## src/rtl/mux_pkg.sv

```systemverilog
// Shared types and sizing helpers for the N-to-1 stream multiplexer.
//   mode_e    : arbitration mode (explicit select or round-robin)
//   sel_width : width of a channel index for a given channel count
package mux_pkg;

    typedef enum logic {
        MODE_SEL = 1'b0,
        MODE_RR  = 1'b1
    } mode_e;

    // Channel index width; never narrower than one bit.
    function automatic int unsigned sel_width(input int unsigned n);
        return (n > 1) ? $clog2(n) : 1;
    endfunction

endpackage

```

## src/rtl/stream_mux_nto1_rr_arbiter.sv

```systemverilog
// Round-robin priority search: grants the first requester at or above ptr,
// wrapping modulo N_IN.
//   req : per-channel request
//   ptr : highest-priority channel index (always < N_IN)
//   gnt : one-hot grant, zero when no request
module rr_arbiter
    import mux_pkg::*;
#(
    parameter int unsigned N_IN  = 4,
    parameter int unsigned PTR_W = sel_width(N_IN)
) (
    input  logic [N_IN-1:0]  req,
    input  logic [PTR_W-1:0] ptr,
    output logic [N_IN-1:0]  gnt
);

    logic             found;
    logic [PTR_W-1:0] idx;

    // Walk channels ptr, ptr+1, ... and keep the first requester.
    always_comb begin
        gnt   = '0;
        found = 1'b0;
        idx   = '0;
        for (int unsigned k = 0; k < N_IN; k++) begin
            idx = PTR_W'((32'(ptr) + k) % N_IN);
            if (!found && req[idx]) begin
                gnt[idx] = 1'b1;
                found    = 1'b1;
            end
        end
    end

endmodule

```

## src/rtl/stream_mux_nto1.sv

```systemverilog
// N-to-1 valid/ready stream multiplexer with a single output register stage.
// Arbitration is either an explicit channel select or round-robin.
//   clk, rst_n : clock, synchronous active-low reset
//   mode       : 0 = explicit select, 1 = round-robin
//   sel        : channel index used in select mode
//   in_data    : packed channel data, channel i at [i*WIDTH +: WIDTH]
//   in_valid   : per-channel valid
//   in_ready   : per-channel ready (combinational, one-hot or zero)
//   y, y_valid : registered output word and its valid
//   y_ready    : downstream accept
//   y_src      : index of the channel that supplied y
module stream_mux_nto1
    import mux_pkg::*;
#(
    parameter int unsigned WIDTH = 8,
    parameter int unsigned N_IN  = 4,
    localparam int unsigned SEL_W = sel_width(N_IN)
) (
    input  logic                  clk,
    input  logic                  rst_n,
    input  logic                  mode,
    input  logic [SEL_W-1:0]      sel,
    input  logic [N_IN*WIDTH-1:0] in_data,
    input  logic [N_IN-1:0]       in_valid,
    output logic [N_IN-1:0]       in_ready,
    output logic [WIDTH-1:0]      y,
    output logic                  y_valid,
    input  logic                  y_ready,
    output logic [SEL_W-1:0]      y_src
);

    mode_e            mode_s;
    logic [WIDTH-1:0] y_q, y_d;
    logic             y_valid_q, y_valid_d;
    logic [SEL_W-1:0] y_src_q, y_src_d;
    logic [SEL_W-1:0] rr_ptr_q, rr_ptr_d;
    logic [N_IN-1:0]  sel_gnt, rr_gnt, grant;
    logic [SEL_W-1:0] gnt_idx;
    logic [WIDTH-1:0] gnt_data;
    logic             take, xfer;

    assign mode_s = mode_e'(mode);

    rr_arbiter #(
        .N_IN  (N_IN),
        .PTR_W (SEL_W)
    ) u_rr_arbiter (
        .req (in_valid),
        .ptr (rr_ptr_q),
        .gnt (rr_gnt)
    );

    // Grant decision; an out-of-range select grants nothing.
    always_comb begin
        sel_gnt = '0;
        if (32'(sel) < N_IN) begin
            sel_gnt[sel] = in_valid[sel];
        end
        grant = (mode_s == MODE_RR) ? rr_gnt : sel_gnt;
    end

    // Output register can load when empty or draining this cycle.
    assign take     = !y_valid_q || y_ready;
    assign in_ready = rst_n ? (grant & {N_IN{take}}) : '0;
    assign xfer     = |in_ready;

    // One-hot grant to index and data.
    always_comb begin
        gnt_idx  = '0;
        gnt_data = '0;
        for (int unsigned i = 0; i < N_IN; i++) begin
            if (grant[i]) begin
                gnt_idx  = SEL_W'(i);
                gnt_data = in_data[i*WIDTH +: WIDTH];
            end
        end
    end

    // Next state: load on transfer, empty on idle take, hold on stall.
    always_comb begin
        y_d       = y_q;
        y_valid_d = y_valid_q;
        y_src_d   = y_src_q;
        rr_ptr_d  = rr_ptr_q;
        if (take) begin
            y_valid_d = xfer;
            if (xfer) begin
                y_d     = gnt_data;
                y_src_d = gnt_idx;
            end
        end
        if (xfer && (mode_s == MODE_RR)) begin
            rr_ptr_d = (32'(gnt_idx) == (N_IN - 1)) ? '0 : (gnt_idx + SEL_W'(1));
        end
    end

    always_ff @(posedge clk) begin
        if (!rst_n) begin
            y_q       <= '0;
            y_valid_q <= 1'b0;
            y_src_q   <= '0;
            rr_ptr_q  <= '0;
        end else begin
            y_q       <= y_d;
            y_valid_q <= y_valid_d;
            y_src_q   <= y_src_d;
            rr_ptr_q  <= rr_ptr_d;
        end
    end

    assign y       = y_q;
    assign y_valid = y_valid_q;
    assign y_src   = y_src_q;

endmodule

```

## config.mk

```make
export PLATFORM = sky130hd
export DESIGN_NAME = stream_mux_nto1
export DESIGN_NICKNAME = d
export VERILOG_FILES = /design/src/rtl/mux_pkg.sv /design/src/rtl/stream_mux_nto1_rr_arbiter.sv /design/src/rtl/stream_mux_nto1.sv
export SDC_FILE = /design/constraint.sdc
export NUM_CORES = 1
export LEC_CHECK = 0
export ABC_CLOCK_PERIOD_IN_PS = 4600
export BUFFER_PORTS_ARGS = -buffer_cell sky130_fd_sc_hd__buf_2
export CAP_MARGIN = 20
export CORE_MARGIN = 3
export CORE_UTILIZATION = 28
export DETAILED_ROUTE_END_ITERATION = 12
export SLEW_MARGIN = 20
export SYNTH_ARGS = -nofsm -noshare
export SYNTH_HDL_FRONTEND = slang
export SYNTH_HIERARCHICAL = 1
export SYNTH_SLANG_ARGS = --single-unit
```

## constraint.sdc

```tcl
create_clock -name clk -period 4.6 [get_ports clk]
set_clock_uncertainty 0.15 [all_clocks]
set_input_delay 0.23 -clock clk [delete_from_list [all_inputs] [get_ports clk]]
set_output_delay 0.23 -clock clk [all_outputs]
set_load 0.05 [all_outputs]
```

==> results.toml, run 1 <==
[place]
hpwlAfterDp_mm = 2.85
portBuffers = 56
dp.cells = 248
gp_congestion = 0.780
preCtsSetupSlack_ns = 1.14

[yosys]
yosysTopAreaCell = "dfxtp_1"
ys_top_cells_by_area = "dfxtp_1, a32o_1, o21ai_0"
synth_edf_count = 0
ys_seq_elements = 13
syn-instance-count = 149
synthArstFlopShare = 0
syn_nets = 197
synth_area_um2 = 1260
yosysSeqAreaShare = 0.206
synth_top_area_frac = 0.206
syn-mean-instance-area_um2 = 8.48
ys_warn_count = 6
synthDistinctLibCells = 42
ys.flop_type = "dfxtp_1"

[cts]
cts.repair.resized = 0
cts_hold_buf = 0
cts_tree = "yes"
cts-root-buf = "clkbuf_8"
ctsHtreeMaxLevel = 1
clock_latency_ns = 0.24
clk_pin_slew_ns = 0.06
cts_sinks = 13
clk_path_buf_depth = 2
numCtsBuffers = 3
post_cts_buffers = 0

[setup_path]
rrSetupSlack_ns = 1.14
endpoint = "in_ready[2]"
setup.worst_path.start = "rr_ptr_q[0]"
max_stage_delay_ns = 0.54
crit_fanout = 9
reg2reg_to = "y[0]"
setup.worst_path.start_class = "flop"
cp_cell_sequence = "inv_1 > ha_1 > mux4_2 > nor4b_4 > nand2_1 > o211ai_1 > and2_1 > nor2_1 > nor2_1 > buf_2"
setup.worst_path.class = "reg2out"
rr_startpoint = "rr_ptr_q[0]"
cp_slowest_cell = "dfxtp_1"
rr_worst_depth = 10
crit_path_end_kind = "output port"
cp.arrival_ns = 3.19
worstPathRequired_ns = 4.22
path_common_cell = "nor2_1"

[final_layout]
final_nets = 251
antenna_cells = 0
postLayoutCoreUtil = 0.384
syn2layout_area_growth_pct = 26.9
fillCellCount = 434
fin_cells = 252
drive_gt1_frac = 0.361

[die]
start_util = 0.303
fp.coreArea_um2 = 4170
die_h_um = 73.2
io_pins = 57
rows = 23
fp.dieW_um = 73.2
die-area_um2 = 5360

[timing]
setup_viol = 0
slew_violations = 0
fmaxAchievable_mhz = 280
finalSetupTns_ns = 0
period_share = 0.776
final.min_clock_period_ns = 3.57
max_slew_margin = 0.486
worstMarginPinSlew_ns = 0.767
rsz0062_at_grt = "no"
finalHoldViolCount = 0
setup_ws_ns = 1.03

[drt]
first_pass_iters = 4
avgViaCountPerCell = 5.30
vias = 1335
routedWlPerCell_um = 14.8
drt_wl_total_mm = 3.72
drt-initial-drc-count = 56
drt.antenna.violating_nets = 0
drc_errors = 0

[pwr]
clkPwrFrac = 0.205
p_sw_uw = 221
p_int_uw = 283
p_sw_frac = 0.439
powerDensity_nw_per_um2 = 314
sequentialPowerShare = 0.283
ir_drop_mv = 0.172
p_leak_nw = 0.721
combinationalPowerShare = 0.512
p_total_uw = 504

[status]
status = "complete, no violations"

[global_routing]
grt_use_total = 0.140
grt_pass1_vias = 1223
globalRouteOverflowTotal = 0
antenna_found_initial = 0
grt_max_degree = 17
grt_pass1_wl_mm = 5.84

[run]
maxCapViolations = 0

[hold_path]
worstHoldStart = "rst_n"
hold_class = "in2reg"
-- cell families (layout without fill, tap and decap cells) --
logic type,Yosys count,in the layout,synth area share
AND/OR/NAND/NOR,39,39,0.203
buffers and inverters,24,77,0.0911
multiplexers,6,6,0.0941
AO/OA/AOI/OAI,61,61,0.347
flip-flops,13,13,0.206
adder cells (fa/ha/maj),6,6,0.0594
-- placed cells by master, fill, tap and decap left out, types with 2 or more instances in the layout --
| cell | count |
|---|---|
| buf_2 | 56 |
| a21o_2 | 4 |
| nand2_1 | 8 |
| mux4_1 | 2 |
| mux4_2 | 2 |
| o211ai_1 | 4 |
| o2111ai_1 | 8 |
| nand2b_1 | 9 |
| dfxtp_1 | 13 |
| nor2_1 | 9 |
| o21ai_0 | 16 |
| clkbuf_8 | 3 |
| inv_1 | 16 |
| a21oi_1 | 10 |
| ha_1 | 6 |
| or3_1 | 2 |
| a32o_1 | 8 |
-- critical path: cells and delay by family, from the launching register on --
kind / cells / cell delay [ns]
AND/OR/NAND/NOR: 5 / 1.03
buffers and inverters: 2 / 0.44
multiplexers: 1 / 0.38
adder cells (fa/ha/maj): 1 / 0.34
AO/OA/AOI/OAI: 1 / 0.20
flip-flops: 1 / 0.54
-- how the worst min path moves through the flow --
stage	slack [ns]	endpoint	depth (start not counted)
after detailed placement	0.31	y[5]	1
after CTS	0.11	y_src[1]	2
after global placement	0.30	y[5]	1
final	0.11	y_src[1]	2
after global routing	0.11	y_src[1]	2
after floorplan	0.21	y_src[1]	1
-- through the flow --
| step | hold WS [ns] | area, µm² |
|---|---|---|
| finish | 0.114 | 1600 |
| global route | 0.111 | 1600 |
| CTS | 0.108 | 1600 |
| detailed placement | 0.307 | 1560 |
| global placement | 0.298 | 1560 |
| floorplan | 0.208 | 1260 |
-- cells in the mapped netlist, types with 3 or more instances --
library cell	instances
o2111ai_1	8
nor2_1	9
dfxtp_1	13
o21ai_0	16
o211ai_1	4
a21o_2	4
a32o_1	8
inv_1	16
nand2b_1	9
buf_6	3
clkbuf_1	3
ha_1	6
a21oi_1	10
nand2_1	8
-- power by group through the flow --
stage | Sequential [mW] | Combinational, mW | Clock, mW
after floorplan | 0.204 | 0.135 | 0
after global placement | 0.146 | 0.257 | 0
after detailed placement | 0.146 | 0.257 | 0
after CTS | 0.143 | 0.259 | 0.106
after global routing | 0.146 | 0.280 | 0.111
final | 0.143 | 0.258 | 0.103
-- final cells by class --
cell class	count	area, µm²	area share
inverter	16	60.1	0.0374
sequential	13	260	0.162
tap	50	62.6	0.0390
clock buffer	4	45.0	0.0281
multi-input combinational	112	888	0.554
timing repair buffer	57	288	0.179
-- flip-flops by register name, summed over array words and instances, names as in the netlist --
register and flops:
y_src 2, rr_ptr_q 2, y_valid 1, y 8
-- layer usage --
layer  wire [µm]  global-route usage
met5           0                   0
met4          50              0.0553
met3         277              0.0275
met2        1670               0.205
met1        1730               0.199
No activity file was read; power rests on OpenSTA's default activity.
==> run 2, diff against run 1 <==
ABC_CLOCK_PERIOD_IN_PS = 3600   (was 4600)
clock period = 3.6 ns   (was 4.6 ns; I/O delays follow)
==> run 2 against run 1 <==
Against the previous run: setup slack got worse by 0.65 ns; final cell count increased by 1.6%; clock-buffer cell count unchanged; highest routed layer unchanged; largest cell class unchanged; die area unchanged; combinational power increased by 31%; sequential share of layout area decreased by 0.23 points.
==> results.toml, run 2 (same netlist as run 1, synthesis figures left out) <==
[status]
status = "complete, no violations"

[hold_path]
hold_class = "in2reg"
min_path_cells = 2

[setup_path]
rr_worst_depth = 10
max_stage_delay_ns = 0.43
cp.arrival_ns = 3.24
worstPathRequired_ns = 3.62
setup.worst_path.class = "reg2reg"
cp_cell_sequence = "inv_1 > ha_1 > mux4_2 > nor4b_4 > nand2_1 > o211ai_1 > and3b_1 > or2_1 > or3_1 > a21oi_1"
setup.worst_path.start_class = "flop"
cp_slowest_cell = "dfxtp_2"
crit_path_end_kind = "flop"
crit_fanout = 9

[final_layout]
fin_area_um2 = 1640
drive_gt1_frac = 0.379
fillCellCount = 420
syn2layout_area_growth_pct = 29.4
largest_reg_flops = 8
final_common_cell = "buf_2"
multi_input_area_um2 = 888
seq_area_um2 = 262
final_nets = 255
antenna_cells = 0
most-common-layout-cells = "buf_2, inv_1, o21ai_0"

[die]
io_pins = 57
fp.dieW_um = 73.2
fp.coreArea_um2 = 4170
start_util = 0.303
die_h_um = 73.2
rows = 23
die-area_um2 = 5360

[timing]
fmaxAchievable_mhz = 311
finalSetupTns_ns = 0
setup_viol = 0
slew_violations = 0
rsz0062_at_grt = "no"
final.min_clock_period_ns = 3.22
max_slew_margin = 0.682
worstMarginPinSlew_ns = 0.470
finalHoldViolCount = 0
period_share = 0.894

[pwr]
p_sw_uw = 280
p_int_uw = 368
powerDensity_nw_per_um2 = 396
sequentialPowerShare = 0.280
combinationalPowerShare = 0.522
ir_drop_mv = 0.201
p_leak_nw = 0.741
p_sw_frac = 0.432
clkPwrFrac = 0.198

[cts]
clock_latency_ns = 0.24
clk_path_buf_depth = 2
post_cts_buffers = 0
cts_sinks = 13
numCtsBuffers = 3
ctsHtreeMaxLevel = 1
clk_pin_slew_ns = 0.05
cts-root-buf = "clkbuf_8"
cts_tree = "yes"

[drt]
first_pass_iters = 4
routedWlPerCell_um = 14.2
drt-initial-drc-count = 122
drt.antenna.violating_nets = 0
avgViaCountPerCell = 5.21
drt_wl_total_mm = 3.65
vias = 1334
drc_errors = 0

[place]
hpwlAfterDp_mm = 2.83
gp_congestion = 0.738
placed_cell_area_um2 = 1590
portBuffers = 56

[global_routing]
grt_pass1_wl_mm = 5.82
grt_use_total = 0.137
antenna_found_initial = 0
grt_pass1_vias = 1246
globalRouteOverflowTotal = 0
grt_max_degree = 17

[run]
maxCapViolations = 0
==> run 2: cell count changes in the layout (fill, tap and decap cells not counted) <==
| cell | change |
|---|---|
| dfxtp_2 | +1 |
| buf_4 | +4 |
| dfxtp_1 | -1 |
==> run 2: final cells by class <==
cell class / instances / share of cell area
Clock buffer: 4 / 0.0275
Inverter: 16 / 0.0367
Multi-Input combinational cell: 112 / 0.543
Sequential cell: 13 / 0.160
Tap cell: 50 / 0.0383
Timing Repair Buffer: 61 / 0.194
==> run 2: power groups by stage <==
stage | sequential [mW] | clock, mW | combinational (mW)
floorplan | 0.261 | 0 | 0.173
global placement | 0.185 | 0 | 0.338
detailed placement | 0.184 | 0 | 0.339
CTS | 0.182 | 0.133 | 0.340
global route | 0.185 | 0.137 | 0.367
finish | 0.182 | 0.128 | 0.338
==> run 2: timing repair <==
item | in CTS | in global routing
gates resized for setup | 0 | 1
endpoints found under the setup margin | 0 | 1
hold buffers | 0 | 0
==> run 2: path summary, 6_finish.rpt <==
path	start	slack (ns)	to
hold reg to reg	y[6]	0.31	y[6]
setup / recovery	rr_ptr_q[0]	0.38	rr_ptr_q[0]
hold / removal	rst_n	0.06	y_src[1]
setup reg to reg	rr_ptr_q[0]	0.38	rr_ptr_q[0]
==> run 2: metrics by stage <==
| stage | cells | hold WS, ns | total power, mW | setup slack [ns] | utilization |
|---|---|---|---|---|---|
| after floorplan | 149 | 0.158 | 0.433 | 0.225 | - |
| after global placement | 252 | 0.303 | 0.523 | 0.300 | 0.381 |
| after detailed placement | 252 | 0.299 | 0.523 | 0.240 | 0.381 |
| after CTS | 256 | 0.0578 | 0.654 | 0.222 | 0.392 |
| after global routing | 256 | 0.0750 | 0.689 | 0.152 | 0.392 |
| final | 256 | 0.0634 | 0.648 | 0.381 | 0.392 |
==> run 2: critical path, delay by kind of cell, from the launching register on <==
family,cells,cell delay (ns)
adders and majority gates,1,0.33
DFF,1,0.43
buffers and inverters,1,0.11
and+or+nand+nor,5,1.42
muxes,1,0.39
AOI/OAI and AO/OA,2,0.31
==> run 2: layer usage <==
layer,share of wire,track usage,up-vias
li1,-,-,679
met1,0.47,0.189,606
met2,0.46,0.215,47
met3,0.072,0.0331,2
met4,0.0038,0.0307,0
met5,0,0,-
